--- config.mk ---
export PLATFORM = sky130hd
export DESIGN_NAME = bcd_serial_adder_ctrl_flat
export DESIGN_NICKNAME = d
export VERILOG_FILES = /design/src/rtl/bcd_pkg.sv /design/src/rtl/bcd_serial_adder_ctrl_if.sv /design/src/rtl/bcd_digit_add.sv /design/src/rtl/bcd_serial_adder_ctrl.sv /design/src/flat_wrapper.sv
export SDC_FILE = /design/constraint.sdc
export NUM_CORES = 1
export LEC_CHECK = 0
export BUFFER_PORTS_ARGS = -buffer_cell sky130_fd_sc_hd__buf_2
export CAP_MARGIN = 20
export CORE_MARGIN = 3
export CORE_UTILIZATION = 49
export CTS_CLUSTER_SIZE = 12
export DETAILED_ROUTE_END_ITERATION = 12
export PLACE_DENSITY_LB_ADDON = 0.15
export SYNTH_ARGS = -nofsm -noshare
export SYNTH_HDL_FRONTEND = slang
export SYNTH_HIERARCHICAL = 1
export SYNTH_SLANG_ARGS = --single-unit
--- constraint.sdc ---
create_clock -name clk -period 3.55 [get_ports clk]
set_input_delay 0.71 -clock clk [delete_from_list [all_inputs] [get_ports clk]]
set_output_delay 0.71 -clock clk [all_outputs]
set_load 0.05 [all_outputs]
--- src/rtl/bcd_pkg.sv ---
// Shared types and constants for the serial BCD adder slice.
package bcd_pkg;

  typedef logic [3:0] bcd_digit_t;

  localparam bcd_digit_t BCD_MAX = 4'd9;

  typedef enum logic [1:0] {
    IDLE = 2'd0,
    RUN  = 2'd1,
    DONE = 2'd2
  } state_t;

endpackage

--- src/rtl/bcd_serial_adder_ctrl_if.sv ---
// Request/result bundle between an operand source and the serial BCD adder.
interface bcd_serial_adder_ctrl_if #(
  parameter int N_DIGITS = 4
);
  logic                  start;
  logic [4*N_DIGITS-1:0] a;
  logic [4*N_DIGITS-1:0] b;
  logic                  cin;
  logic                  ready;
  logic                  busy;
  logic                  done;
  logic [4*N_DIGITS-1:0] sum;
  logic                  cout;
  logic                  err;

  modport master (
    output start, a, b, cin,
    input  ready, busy, done, sum, cout, err
  );

  modport slave (
    input  start, a, b, cin,
    output ready, busy, done, sum, cout, err
  );
endinterface

--- src/rtl/bcd_digit_add.sv ---
// Single-digit BCD adder; invalid digits (>9) use the same >9 correction rule.
module bcd_digit_add
  import bcd_pkg::*;
(
  input  bcd_digit_t a,
  input  bcd_digit_t b,
  input  logic       ci,
  output bcd_digit_t s,
  output logic       co,
  output logic       invalid
);

  logic [4:0] t;
  logic [4:0] t_adj;

  always_comb begin
    t       = {1'b0, a} + {1'b0, b} + {4'b0, ci};
    t_adj   = t - 5'd10;
    s       = t[3:0];
    co      = 1'b0;
    if (t > {1'b0, BCD_MAX}) begin
      s  = t_adj[3:0];
      co = 1'b1;
    end
    invalid = (a > BCD_MAX) || (b > BCD_MAX);
  end

endmodule

--- src/rtl/bcd_serial_adder_ctrl.sv ---
// Sequences one BCD digit adder over N_DIGITS digits, LSD first, one digit per clock.
module bcd_serial_adder_ctrl
  import bcd_pkg::*;
#(
  parameter int N_DIGITS = 4
) (
  input logic                      clk,
  input logic                      reset,
  bcd_serial_adder_ctrl_if.slave   bus
);

  localparam int IDX_W = (N_DIGITS > 1) ? $clog2(N_DIGITS) : 1;
  localparam logic [IDX_W-1:0] LAST_IDX = IDX_W'(N_DIGITS - 1);

  state_t                state;
  logic [IDX_W-1:0]      idx;
  logic [4*N_DIGITS-1:0] opa;
  logic [4*N_DIGITS-1:0] opb;
  logic                  carry;
  logic [4*N_DIGITS-1:0] sum_r;
  logic                  cout_r;
  logic                  err_r;
  logic                  ready_r;
  logic                  busy_r;
  logic                  done_r;

  bcd_digit_t cur_a;
  bcd_digit_t cur_b;
  bcd_digit_t dig_s;
  logic       dig_co;
  logic       dig_inv;

  always_comb begin
    cur_a = opa[4*idx +: 4];
    cur_b = opb[4*idx +: 4];
  end

  bcd_digit_add u_digit (
    .a       (cur_a),
    .b       (cur_b),
    .ci      (carry),
    .s       (dig_s),
    .co      (dig_co),
    .invalid (dig_inv)
  );

  // Status flags are registered alongside the state so they change on the same edge.
  always_ff @(posedge clk) begin
    if (reset) begin
      state   <= IDLE;
      idx     <= '0;
      opa     <= '0;
      opb     <= '0;
      carry   <= 1'b0;
      sum_r   <= '0;
      cout_r  <= 1'b0;
      err_r   <= 1'b0;
      ready_r <= 1'b1;
      busy_r  <= 1'b0;
      done_r  <= 1'b0;
    end else begin
      case (state)
        IDLE: begin
          if (bus.start) begin
            opa     <= bus.a;
            opb     <= bus.b;
            carry   <= bus.cin;
            sum_r   <= '0;
            cout_r  <= 1'b0;
            err_r   <= 1'b0;
            idx     <= '0;
            ready_r <= 1'b0;
            busy_r  <= 1'b1;
            state   <= RUN;
          end
        end
        RUN: begin
          sum_r[4*idx +: 4] <= dig_s;
          carry             <= dig_co;
          err_r             <= err_r | dig_inv;
          if (idx == LAST_IDX) begin
            cout_r <= dig_co;
            busy_r <= 1'b0;
            done_r <= 1'b1;
            state  <= DONE;
          end else begin
            idx <= idx + 1'b1;
          end
        end
        DONE: begin
          done_r  <= 1'b0;
          ready_r <= 1'b1;
          state   <= IDLE;
        end
        default: begin
          done_r  <= 1'b0;
          busy_r  <= 1'b0;
          ready_r <= 1'b1;
          state   <= IDLE;
        end
      endcase
    end
  end

  assign bus.ready = ready_r;
  assign bus.busy  = busy_r;
  assign bus.done  = done_r;
  assign bus.sum   = sum_r;
  assign bus.cout  = cout_r;
  assign bus.err   = err_r;

endmodule

--- src/flat_wrapper.sv ---
// flat-port wrapper written by rule: the top's interface ports become plain ports
module bcd_serial_adder_ctrl_flat import bcd_pkg::*;
#(
  parameter int N_DIGITS = 4
)
  (clk, reset, bus_start, bus_a, bus_b, bus_cin, bus_ready, bus_busy, bus_done, bus_sum, bus_cout, bus_err);
  bcd_serial_adder_ctrl_if #(.N_DIGITS(N_DIGITS)) bus_i ();
  input logic clk;
  input logic reset;
  input wire logic [$bits(bus_i.start)-1:0] bus_start;
  input wire logic [$bits(bus_i.a)-1:0] bus_a;
  input wire logic [$bits(bus_i.b)-1:0] bus_b;
  input wire logic [$bits(bus_i.cin)-1:0] bus_cin;
  output wire logic [$bits(bus_i.ready)-1:0] bus_ready;
  output wire logic [$bits(bus_i.busy)-1:0] bus_busy;
  output wire logic [$bits(bus_i.done)-1:0] bus_done;
  output wire logic [$bits(bus_i.sum)-1:0] bus_sum;
  output wire logic [$bits(bus_i.cout)-1:0] bus_cout;
  output wire logic [$bits(bus_i.err)-1:0] bus_err;
  assign bus_i.start = bus_start;
  assign bus_i.a = bus_a;
  assign bus_i.b = bus_b;
  assign bus_i.cin = bus_cin;
  assign bus_ready = bus_i.ready;
  assign bus_busy = bus_i.busy;
  assign bus_done = bus_i.done;
  assign bus_sum = bus_i.sum;
  assign bus_cout = bus_i.cout;
  assign bus_err = bus_i.err;
  bcd_serial_adder_ctrl #(.N_DIGITS(N_DIGITS)) u_core (.clk(clk), .reset(reset), .bus(bus_i));
endmodule
# --- Word-level counts from Yosys, hierarchy flattened ---
# Cells that the tools add are included.
op_classes:
  addsub: 5
  n_lt_le_gt_ge: 3
  eq_ne: 6
  shift: 4
  n_mux: 23
  bitwise_logic: 4
  reduce_logical: 11
op_table:
  columns: ["op", "n"]
  rows:
  - ["negation 4 -> 34 bit", 1]
  - ["variable shift 4 x 34 -> 16 bit, first input constant", 1]
  - ["indexed part select 4 x 34 -> 16 bit", 1]
  - ["case mux 16 bit (2 select lines)", 1]
  - ["indexed part select 16 x 5 -> 4 bit", 2]
  - ["bitwise mux 16 bit", 1]
  - ["2-to-1 mux 16 bit", 1]
  - ["case mux 1 bit (2 select lines)", 5]
  - ["AND reduction 2 bit", 5]
  - ["AND reduction 3 bit", 3]
  - ["> comparator 4 bit, second input constant", 2]
  - ["2-to-1 mux 2 bit", 4]
  - ["case mux 2 bit (2 select lines)", 2]
  - ["2-to-1 mux 1 bit", 7]
  - ["adder 4 x 4 -> 5 bit", 1]
  - ["adder 5 x 1 -> 5 bit", 1]
  - ["> comparator 5 x 4 -> 1 bit, second input constant", 1]
  - ["equality test 2 bit, second input constant", 2]
  - ["2-to-1 mux 4 bit", 1]
  - ["inequality test 2 bit, second input constant", 2]
  - ["subtractor 4 bit, second input constant", 1]
  - ["inverter 1 bit", 3]
  - ["case mux 1 bit (3 select lines)", 1]
  - ["adder 2 x 1 -> 2 bit, second input constant", 1]
  - ["other kinds (6)", 6]
totals:
  register_bits: 58
  input_bits: 36
  output_inout_bits: 21
  elab_cells: 67

# --- Longest topological paths before layout ---
# Gate-level depths: netlist (run 1).
depth:
  ltp_word: 8
  ltp_mapped: 12
  ltp_nobuf: 11

# --- Cells and area by module ---
# Netlist (run 1), hierarchy kept.
by_module_without_submodules:
  columns: ["module", "n_inst", "cells_each", "area_each_um2", "seq_area_each_um2"]
  rows:
  - ["bcd_serial_adder_ctrl", 1, 257, 2473.6, 1161.1]
  - ["bcd_digit_add", 1, 25, 225.2, 0.0]

# --- Worst setup path after synthesis (run 1) ---
# OpenSTA, ideal clock, no wires.
synth_path:
  path_kind: "reg2reg"
  startpoint: "register u_core.idx[0]"
  endpoint: "register u_core.sum_r[15] (netlist: u_core/bus.sum[15])"
  setup_time_ps: 121
  t_arrival_ps: 3639
  required_ps: 3429
  setup_slack_ps: -210
  path_stages_with_launch: 13
  n_path_buf: 1
  period_less_slack_ps: 3760
  cell_sequence: "dfxtp_1 buf_2 mux4_2 fa_1 fa_1 xnor2_1 ha_1 a31o_1 a2111oi_0 nor2b_1 nor2b_1 inv_1 a2bb2o_1"
synth_between:
  elab_chain_cells: 8
  elab_cells_between_ends: 12
  classes_between: "add/sub: 4; order compare: 1; shift: 4; mux: 3"
synth_rtl:
  columns: ["item", "line", "source"]
  rows:
  - ["start: declaration", "bcd_serial_adder_ctrl.sv:16", "logic [IDX_W-1:0] idx;"]
  - ["start signal: assignment", "bcd_serial_adder_ctrl.sv:87", "idx <= idx + 1'b1;"]
  - ["indexed part select 16 x 5 -> 4 bit (*)", "bcd_serial_adder_ctrl.sv:34", "cur_a = opa[4*idx +: 4];"]
  - ["via u_core.cur_a[0]", "bcd_serial_adder_ctrl.sv:27", "bcd_digit_t cur_a;"]
  - ["adder 4 x 4 -> 5 bit (*)", "bcd_digit_add.sv:17", "t = {1'b0, a} + {1'b0, b} + {4'b0, ci};"]
  - ["adder 5 x 1 -> 5 bit (*)", "bcd_digit_add.sv:17", null]
  - ["subtractor 4 bit / > comparator 5 x 4 -> 1 bit (equally long branches)", "bcd_digit_add.sv:18, bcd_digit_add.sv:21", null]
  - ["2-to-1 mux 4 bit (*)", "bcd_digit_add.sv:21", "if (t > {1'b0, BCD_MAX}) begin"]
  - ["via u_core.dig_s[3]", "bcd_serial_adder_ctrl.sv:29", "bcd_digit_t dig_s;"]
  - ["indexed part select 4 x 34 -> 16 bit (*)", "bcd_serial_adder_ctrl.sv:78", "sum_r[4*idx +: 4] <= dig_s;"]
  - ["bitwise mux 16 bit (*)", "bcd_serial_adder_ctrl.sv:78", null]
  - ["case mux 16 bit (2 select lines) (*)", "bcd_serial_adder_ctrl.sv:62", "case (state)"]
  - ["end signal: indexed assignment", "bcd_serial_adder_ctrl.sv:78", null]
  - ["end: declaration", "bcd_serial_adder_ctrl.sv:20", "logic [4*N_DIGITS-1:0] sum_r;"]
# Mark *: on every way through the listed nets, which the timed path passes. The rest lies on a longest branch.
# A chain may end at the register's enable or synchronous reset.

# --- Worst setup path in the final report (run 1) ---
# Same ends and word-level chain as after synthesis.

==> results of run 1 <==
-- synthesized netlist by cell type, types with 3 or more instances --
cell | instances | share of area (%)
dfxtp_1 | 58 | 43
mux2_2 | 3 | 1.3
nor2b_1 | 5 | 1.2
nor2_1 | 3 | 0.42
inv_1 | 12 | 1.7
nand3_1 | 4 | 0.74
buf_6 | 8 | 3.3
o2bb2ai_1 | 3 | 0.97
ha_1 | 10 | 4.6
a22o_1 | 12 | 3.9
mux4_2 | 8 | 6.7
nand2_1 | 66 | 9.2
a21oi_2 | 3 | 0.97
clkbuf_1 | 5 | 0.70
a21oi_1 | 43 | 8.0
-- sequential cells by signal, summed over array words and instances, names as in the netlist --
register,flops
u_core/bus.busy,1
u_core/bus.cout,1
u_core/bus.done,1
u_core/bus.err,1
u_core/bus.ready,1
u_core/bus.sum,16
u_core/carry,1
u_core/idx,2
u_core/opa,16
u_core/opb,16
u_core/state,2
-- metal layers --
| layer | vias to the layer above | wire length [um] | part of all wire, % | GRT usage [%] |
|---|---|---|---|---|
| met5 | - | 0 | 0 | 0 |
| met4 | 0 | 36 | 0.62 | 7.60 |
| met3 | 4 | 255 | 4.4 | 5.61 |
| met2 | 44 | 2620 | 45 | 28.8 |
| met1 | 1008 | 2900 | 50 | 26.5 |
| li1 | 1106 | - | - | - |
-- power by group through the flow --
stage,Combinational (mW),Clock [mW],Sequential [mW]
after global routing,0.308,0.563,0.709
after global placement,0.252,0,0.718
final,0.275,0.519,0.705
after floorplan,0.187,0,0.727
after CTS,0.258,0.537,0.705
after detailed placement,0.256,0,0.719
-- final timing paths --
path | start | to | slack (ns)
setup reg to reg | u_core/idx[0]$_SDFFE_PP0P_ | u_core/bus.sum[15]$_SDFFE_PP0P_ | 0.15
setup / recovery | u_core/idx[0]$_SDFFE_PP0P_ | u_core/bus.sum[15]$_SDFFE_PP0P_ | 0.15
hold / removal | u_core/opb[11]$_SDFFE_PP0P_ | u_core/opb[11]$_SDFFE_PP0P_ | 0.46
hold reg to reg | u_core/opb[11]$_SDFFE_PP0P_ | u_core/opb[11]$_SDFFE_PP0P_ | 0.46
-- logic make-up (layout without fill, tap and decap cells) --
group,count (synthesis),in the layout,share of synthesized area [%]
xor gates and xnor gates,2,2,0.649
AOI/OAI and AO/OA,74,74,18.1
muxes,13,13,8.85
and+or+nand+nor,95,95,16.9
adders and majority gates,12,12,6.12
buffers and inverters,28,92,6.35
DFF,58,58,43.0
-- final cells by class --
| type | instances | share of cell area (%) |
|---|---|---|
| flip-flops and latches | 58 | 36.0 |
| clock buffers | 12 | 4.80 |
| repair buffers | 65 | 11.4 |
| well taps | 70 | 2.71 |
| clock inverters | 3 | 0.464 |
| multi-input cells | 196 | 43.2 |
| inverters | 12 | 1.39 |
-- critical path, stage by stage (launching register included) --
cell and delay (ns):
dfxtp_4 0.38, mux4_2 0.52, fa_2 0.42, fa_2 0.52
inv_1 0.07, ha_2 0.19, a31o_1 0.24, a2111oi_2 0.34
nor2b_1 0.09, nor2b_1 0.18, inv_1 0.08, a2bb2o_1 0.27
-- stage by stage --
stage / hold slack [ns] / cells / worst slack, ns / area (um2) / total power [mW]
after floorplan: 0.433 / 282 / 0.0154 / 2710 / 0.914
after global placement: 0.440 / 400 / 0.0521 / 3010 / 0.969
after detailed placement: 0.447 / 400 / 0.0205 / 3010 / 0.974
after CTS: 0.456 / 415 / 0.00231 / 3180 / 1.50
after global routing: 0.475 / 416 / -0.0258 / 3230 / 1.58
final: 0.456 / 416 / 0.145 / 3230 / 1.50
-- repair_timing --
item,CTS,global route
pin swaps,0,1
gates cloned,0,0
gates resized for setup,1,7
setup endpoints to repair,1,12
buffers inserted,0,0
hold endpoints to repair,0,0
==> impl_metrics.py, run 1 <==
metrics = {
    "clocking": {
        "path_clk_slew_ns": 0.06,
        "root_buffer": "clkbuf_8",
        "h-tree-depth": 3,
        "clk_path_buf_depth": 2,
        "cts_tree": "done",
        "clkSinkCount": 58,
        "numCtsBuffers": 9,
        "clkLatencyLatePin_ns": 0.33,
        "cts_hold_buf": 0,
    },
    "sta": {
        "layout_min_cycle_time_ns": 3.40,
        "finalSetupTns_ns": 0,
        "period_share_pct": 95.9,
        "final-setup-viol-count": 0,
        "fmax_mhz": 294,
        "hold_viol": 0,
        "slew_headroom_pct": 56.8,
        "worst_pin_slew_ns": 0.648,
        "skew_ns": 0.00681,
        "maxSlewViolCount": 0,
    },
    "yosys": {
        "ys_seq_elements": 58,
        "synth_flop_cell": "dfxtp_1",
        "synthArstFlopShare_pct": 0,
        "ys_warn_count": 6,
        "synth_nets": 330,
        "netlist-cell-type-count": 45,
        "syn_area_per_cell_um2": 9.57,
        "syn-cell-area_um2": 2700,
        "syn_inst": 282,
        "synth_edf_count": 0,
        "synth_seq_area_share_pct": 43.0,
    },
    "status": {
        "status": "finished clean",
    },
    "job": {
        "maxCapViolCount": 0,
    },
    "cells_and_area": {
        "final_common_cell": "nand2_1",
        "layout-drive-gt1-share_pct": 31.2,
        "nFillCells": 476,
        "diodes": 0,
        "multiInputGateArea_um2": 1400,
        "finalNetCount": 390,
        "syn_to_final_growth_pct": 19.8,
        "fin_util_pct": 62.1,
        "final_cell_mix": "66 x nand2_1, 57 x dfxtp_1, 56 x buf_2, 43 x a21oi_1",
        "regArea_um2": 1160,
    },
    "critical_path": {
        "worst-path-max-fanout": 5,
        "setup.worst_path.end_class": "flip-flop",
        "reg2reg_depth": 11,
        "critPathRequiredTime_ns": 3.76,
        "critPathKind": "flip-flop to flip-flop",
        "arrival_ns": 3.62,
        "cp-start-kind": "flip-flop",
    },
    "worst_hold_path": {
        "min_path_type": "flip-flop to flip-flop",
        "min_path_cells": 2,
    },
    "die": {
        "core_um2": 5200,
        "start_util_pct": 51.9,
        "die_area_um2": 6430,
        "num_rows": 26,
        "die_w_um": 80.2,
        "die-height_um": 80.2,
        "ios": 57,
    },
    "global_routing": {
        "grt_max_degree": 36,
        "grt.overflow.total": 0,
        "antenna_found_initial": 0,
        "grt_pass1_wl_mm": 9.68,
        "grt_pass1_vias": 2046,
        "grtUsageTotal_pct": 19.4,
    },
    "pwr": {
        "p_sw_share_pct": 27.3,
        "power_frac_comb_pct": 18.4,
        "clkPwrFrac_pct": 34.6,
        "power_density_nw_per_um2": 464,
        "seqPwrFrac_pct": 47.0,
        "peakVddDrop_uv": 294,
        "power.switching_mw": 0.410,
        "p_leak_nw": 1.38,
        "p_int_mw": 1.09,
    },
    "route": {
        "drtAntennaViolNets": 0,
        "via_count": 2162,
        "drt-pass1-iter-count": 4,
        "drcViolationCount": 0,
        "wl_per_cell_um": 14.0,
        "routed_via_density": 5.20,
        "drt-total-wl_mm": 5.82,
        "drt-initial-drc-count": 115,
    },
    "place": {
        "dp_hpwl_mm": 4.13,
        "io_buffers": 56,
        "gp_congestion": 0.845,
    },
}
Note: power is estimated with default switching activity, not from simulation.
==> run 2, diff against run 1 <==
--- a/config.mk
+++ b/config.mk
@@ -12,6 +12,7 @@
 export CTS_CLUSTER_SIZE = 12
 export DETAILED_ROUTE_END_ITERATION = 12
 export PLACE_DENSITY_LB_ADDON = 0.15
+export REMOVE_ABC_BUFFERS = 1
 export SYNTH_ARGS = -nofsm -noshare
 export SYNTH_HDL_FRONTEND = slang
 export SYNTH_HIERARCHICAL = 1
==> run 2 against run 1 <==
Compared with the run above:
- setup slack gained 0.029 ns
- largest power group unchanged
- clock skew is essentially flat
- fmax grew 0.86%
- critical path type unchanged
==> impl_metrics.py, run 2 (synthesis results as in run 1) <==
metrics = {
    "pwr": {
        "p_sw_share_pct": 28.1,
        "peakVddDrop_uv": 244,
        "power.switching_mw": 0.439,
        "seqPwrFrac_pct": 45.0,
        "p_int_mw": 1.12,
        "power_density_nw_per_um2": 485,
        "p_leak_nw": 1.36,
        "clkPwrFrac_pct": 37.6,
        "p_total_mw": 1.56,
        "power_frac_comb_pct": 17.4,
    },
    "cells_and_area": {
        "final_cell_mix": "66 x nand2_1, 57 x dfxtp_1, 56 x buf_2, 43 x a21oi_1",
        "finalNetCount": 389,
        "layoutNonFillerInstCount": 416,
        "syn_to_final_growth_pct": 19.6,
        "diodes": 0,
        "layout-drive-gt1-share_pct": 30.6,
        "final_common_cell": "nand2_1",
        "fin_area_um2": 3230,
        "nFillCells": 490,
        "regArea_um2": 1160,
        "multiInputGateArea_um2": 1400,
    },
    "route": {
        "via_count": 2154,
        "routed_via_density": 5.18,
        "drt-pass1-iter-count": 4,
        "drt-initial-drc-count": 106,
        "wl_per_cell_um": 13.2,
        "drt-total-wl_mm": 5.50,
        "drtAntennaViolNets": 0,
        "drcViolationCount": 0,
    },
    "place": {
        "gp_congestion": 0.817,
        "place_area_um2": 3000,
        "dp_hpwl_mm": 3.86,
        "preCtsSetupSlack_ns": -0.00466,
        "dp_cells": 400,
        "io_buffers": 56,
    },
    "sta": {
        "final-setup-viol-count": 0,
        "period_share_pct": 95.1,
        "hold_viol": 0,
        "fmax_mhz": 296,
        "skew_ns": 0.00644,
        "slew_headroom_pct": 63.4,
        "postLayoutSetupSlackWorst_ns": 0.175,
        "worst_pin_slew_ns": 0.549,
        "maxSlewViolCount": 0,
        "layout_min_cycle_time_ns": 3.38,
        "holdWs_ns": 0.452,
    },
    "clocking": {
        "path_clk_slew_ns": 0.07,
        "post_cts_buffers": 0,
        "root_buffer": "clkbuf_8",
        "cts_tree": "done",
        "clkLatencyLatePin_ns": 0.34,
        "numCtsBuffers": 9,
        "clk_path_buf_depth": 2,
        "clkSinkCount": 58,
        "h-tree-depth": 3,
        "cts_hold_buf": 0,
    },
    "critical_path": {
        "critPathKind": "flip-flop to flip-flop",
        "arrival_ns": 3.61,
        "cp-start-kind": "flip-flop",
        "setup.worst_path.end_class": "flip-flop",
        "worst-path-max-fanout": 4,
        "critPathRequiredTime_ns": 3.78,
    },
    "global_routing": {
        "antenna_found_initial": 0,
        "grt.overflow.total": 0,
        "grtUsageTotal_pct": 19.2,
        "grt_max_degree": 36,
        "grt_pass1_wl_mm": 9.47,
        "grt_pass1_vias": 2071,
    },
    "die": {
        "ios": 57,
        "start_util_pct": 51.9,
        "die_w_um": 80.2,
        "core_um2": 5200,
        "die_area_um2": 6430,
        "die-height_um": 80.2,
        "num_rows": 26,
    },
    "status": {
        "status": "finished clean",
    },
    "worst_hold_path": {
        "min_path_type": "flip-flop to flip-flop",
    },
    "job": {
        "maxCapViolCount": 0,
    },
}
## run 2: layout make-up
cell class	count	share of cell area [%]
Clock buffer	9	3.84
Clock inverter	7	2.17
Inverter	12	1.40
Multi-Input combinational cell	196	43.3
Sequential cell	58	36.0
Tap cell	70	2.71
Timing Repair Buffer	64	10.5
## run 2: worst max-delay path, stage by stage (launching register included)
cell       delay [ns]
dfxtp_2          0.37
mux4_2           0.53
fa_2             0.41
fa_1             0.40
xnor2_1          0.16
ha_1             0.22
a31o_1           0.25
a2111oi_4        0.31
nor2b_1          0.08
nor2b_1          0.17
inv_1            0.07
a2bb2o_1         0.27
## run 2: repair_timing
action                     CTS  global route
gates resized for setup      2             6
setup endpoints to repair    2            12
pin swaps                    0             1
## run 2: power groups by stage
stage                     Sequential (mW)  Clock (mW)  Combinational (mW)
after floorplan                     0.733           0               0.155
after global placement              0.717           0               0.256
after detailed placement            0.718           0               0.258
after CTS                           0.704       0.604               0.261
after global routing                0.708       0.644               0.306
final                               0.703       0.588               0.272
## run 2: path summary, 6_finish.rpt
kind	from	to	slack, ns	cells past startpoint
hold reg to reg	u_core/opa[13]$_SDFFE_PP0P_	u_core/opa[13]$_SDFFE_PP0P_	0.45	2
setup / recovery	u_core/idx[0]$_SDFFE_PP0P_	u_core/bus.sum[15]$_SDFFE_PP0P_	0.17	11
setup reg to reg	u_core/idx[0]$_SDFFE_PP0P_	u_core/bus.sum[15]$_SDFFE_PP0P_	0.17	11
hold / removal	u_core/opa[13]$_SDFFE_PP0P_	u_core/opa[13]$_SDFFE_PP0P_	0.45	2
## run 2: metrics by stage
step,util [%],setup TNS (ns)
CTS,61.4,0
floorplan,-,-1.86
detailed placement,57.6,-0.00692
finish,62.0,0
global placement,57.6,0
global route,62.0,-0.0333
## run 2: metal layers
layer / GRT usage, % / part of all wire [%] / wire length [um] / up-vias
li1: - / - / - / 1106
met1: 25.0 / 48 / 2660 / 999
met2: 28.3 / 46 / 2530 / 47
met3: 7.40 / 5.0 / 277 / 2
met4: 8.11 / 0.58 / 32 / 0
met5: 0 / 0 / 0 / -
==> run 3, diff against run 2 <==
--- a/config.mk
+++ b/config.mk
@@ -5,6 +5,7 @@
 export SDC_FILE = /design/constraint.sdc
 export NUM_CORES = 1
 export LEC_CHECK = 0
+export ABC_AREA = 1
 export BUFFER_PORTS_ARGS = -buffer_cell sky130_fd_sc_hd__buf_2
 export CAP_MARGIN = 20
 export CORE_MARGIN = 3
==> run 3 against run 2 <==
Compared with the run above:
- die area increased by 5.7%
- sequential cell count unchanged
- combinational power increased by 94%
- largest cell class unchanged
- routed wire length increased by 18%
- clock power decreased by 6.0%
- critical path type unchanged
==> impl_metrics.py, run 3 <==
metrics = {
    "route": {
        "drcViolationCount": 0,
        "highest_layer": "met4",
        "route.met3.wl_um": 371,
        "met2_length_mm": 3.03,
        "drt-initial-drc-count": 137,
        "drt-total-wl_mm": 6.50,
        "drtAntennaViolNets": 0,
        "drt-pass1-iter-count": 4,
        "wl_met1_mm": 3.05,
        "routed_via_density": 5.02,
        "via_count": 2658,
        "wl_per_cell_um": 12.3,
    },
    "die": {
        "num_rows": 27,
        "core_um2": 5570,
        "die-height_um": 82.5,
        "die_w_um": 82.5,
        "start_util_pct": 51.4,
        "die_area_um2": 6800,
        "ios": 57,
    },
    "cells_and_area": {
        "final_common_cell": "nor2_1",
        "regArea_um2": 1160,
        "finalNetCount": 501,
        "diodes": 0,
        "final_cell_mix": "108 x nor2_1, 56 x buf_2, 56 x dfxtp_1, 52 x nand2_1, 50 x o21ai_0",
        "layout-drive-gt1-share_pct": 20.5,
        "nFillCells": 563,
        "syn_to_final_growth_pct": 16.2,
        "multiInputGateArea_um2": 1490,
        "fin_util_pct": 59.8,
    },
    "sta": {
        "worst_pin_slew_ns": 0.963,
        "slew_headroom_pct": 35.7,
        "layout_min_cycle_time_ns": 3.14,
        "hold_viol": 0,
        "period_share_pct": 88.4,
        "finalSetupTns_ns": 0,
        "postLayoutSetupSlackWorst_ns": 0.411,
        "grt_setup_unrepaired": "no",
        "maxSlewViolCount": 0,
        "fmax_mhz": 319,
        "final-setup-viol-count": 0,
        "skew_ns": 0.00538,
    },
    "global_routing": {
        "grt_pass1_vias": 2495,
        "grtUsageTotal_pct": 21.2,
        "grt_max_degree": 56,
        "grt_pass1_wl_mm": 11.0,
        "antenna_found_initial": 0,
        "grt.overflow.total": 0,
    },
    "critical_path": {
        "critPathBufInv": 1,
        "max_stage_delay_ns": 0.49,
        "worst-path-max-fanout": 12,
        "path_common_cell": "nand2_1",
        "cpMaxStageDelayCell": "fa_1",
        "arrival_ns": 3.40,
        "critPathKind": "flip-flop to flip-flop",
        "critPathRequiredTime_ns": 3.82,
        "crit_chain": "clkinv_1 -> o21ai_0 -> o22ai_1 -> fa_1 -> fa_1 -> nand2_1 -> nand2_2 -> ha_1 -> a21oi_4 -> nand2_4 -> nand2_4 -> nand2_1 -> nand2_1 -> nand2_1 -> nor2_1 -> nand2_1 -> a21oi_1",
        "setup.worst_path.end_class": "flip-flop",
        "cp-start-kind": "flip-flop",
        "cpLargestDelayFamily": "adder cells",
    },
    "yosys": {
        "syn_inst": 400,
        "syn_area_per_cell_um2": 7.16,
        "ys_seq_elements": 58,
        "syn-cell-area_um2": 2870,
        "yosys-top-cells-area": "dfxtp_1 41%, nor2_1 14%, o21ai_0 8.7%, nand2_1 6.8%, nand3_1 5.2%",
        "synth_common_cells": "108 x nor2_1, 58 x dfxtp_1, 52 x nand2_1",
        "netlist-cell-type-count": 28,
        "synth_flop_cell": "dfxtp_1",
        "synth_top_area_cell": "dfxtp_1",
        "yosysTopAreaCellShare_pct": 40.5,
        "synthArstFlopShare_pct": 0,
        "ys_warn_count": 6,
        "synth_seq_area_share_pct": 40.5,
        "synth_most_common_cell": "nor2_1",
        "synth_edf_count": 0,
    },
    "pwr": {
        "p_leak_nw": 1.58,
        "p_total_mw": 1.81,
        "power_density_nw_per_um2": 543,
        "peakVddDrop_uv": 290,
    },
    "job": {
        "maxCapViolCount": 0,
    },
    "clocking": {
        "cts_hold_buf": 0,
        "cts_tree": "done",
        "numCtsBuffers": 9,
        "root_buffer": "clkbuf_8",
        "clkLatencyLatePin_ns": 0.33,
        "path_clk_slew_ns": 0.06,
        "clk_path_buf_depth": 2,
        "clkSinkCount": 58,
        "h-tree-depth": 3,
    },
    "place": {
        "dp_hpwl_mm": 4.56,
        "preCtsSetupSlack_ns": 0.237,
        "gp_congestion": 0.939,
        "io_buffers": 56,
    },
    "status": {
        "status": "finished clean",
    },
    "worst_hold_path": {
        "min_path_type": "flip-flop to flip-flop",
    },
}
-- run 3: where the power goes --
part	total, mW	switching, mW	internal (mW)
registers	0.726	0.0304	0.696
logic	0.528	0.344	0.184
clock network	0.553	0.245	0.309
total	1.81	0.619	1.19
-- run 3: layout make-up --
type,count,area share (%)
timing repair buffer,60,9.32
inverter,24,2.78
clock buffer,14,5.18
tap,72,2.70
multi-input combinational,300,44.8
sequential,58,34.9
clock inverter,2,0.301
-- run 3: worst paths after layout --
| check | depth (start not counted) | to | from | slack, ns |
|---|---|---|---|---|
| min | 2 | u_core/bus.ready$_SDFFE_PP1P_ | u_core/bus.ready$_SDFFE_PP1P_ | 0.46 |
| max reg2reg | 17 | u_core/bus.sum[6]$_SDFFE_PP0P_ | u_core/idx[1]$_SDFFE_PP0P_ | 0.41 |
| max | 17 | u_core/bus.sum[6]$_SDFFE_PP0P_ | u_core/idx[1]$_SDFFE_PP0P_ | 0.41 |
| min reg2reg | 2 | u_core/bus.ready$_SDFFE_PP1P_ | u_core/bus.ready$_SDFFE_PP1P_ | 0.46 |
-- run 3: kinds of logic (layout without fill, tap and decap cells) --
group	Yosys count	after routing	share of synthesized area, %
AO/OA/AOI/OAI	80	80	14.8
adder cells (fa/ha/maj)	12	12	5.76
buffers and inverters	42	100	7.42
flip-flops	58	58	40.5
AND/OR/NAND/NOR	208	208	31.4
-- run 3: what timing repair did --
item | CTS | global route
buffers inserted | 0 | 0
setup endpoints to repair | 0 | 5
gates resized for setup | 0 | 2
-- run 3: per-layer routing --
metal  vias to the layer above  track usage, %
li1                       1412               -
met1                      1171            26.3
met4                         0            8.31
met2                        70            35.1
met3                         5            5.53
met5                         -               0
-- run 3: worst min-delay path: stages (launching register included) --
cell and delay (ns):
dfxtp_1 0.32, o21ai_0 0.07, nand2_1 0.05
-- run 3: per-stage QoR --
| stage | hold slack [ns] | cells | cell area [um2] |
|---|---|---|---|
| floorplan | 0.449 | 382 | 2750 |
| global placement | 0.446 | 514 | 3150 |
| detailed placement | 0.450 | 514 | 3150 |
| CTS | 0.467 | 530 | 3330 |
| global route | 0.495 | 530 | 3330 |
| finish | 0.463 | 530 | 3330 |
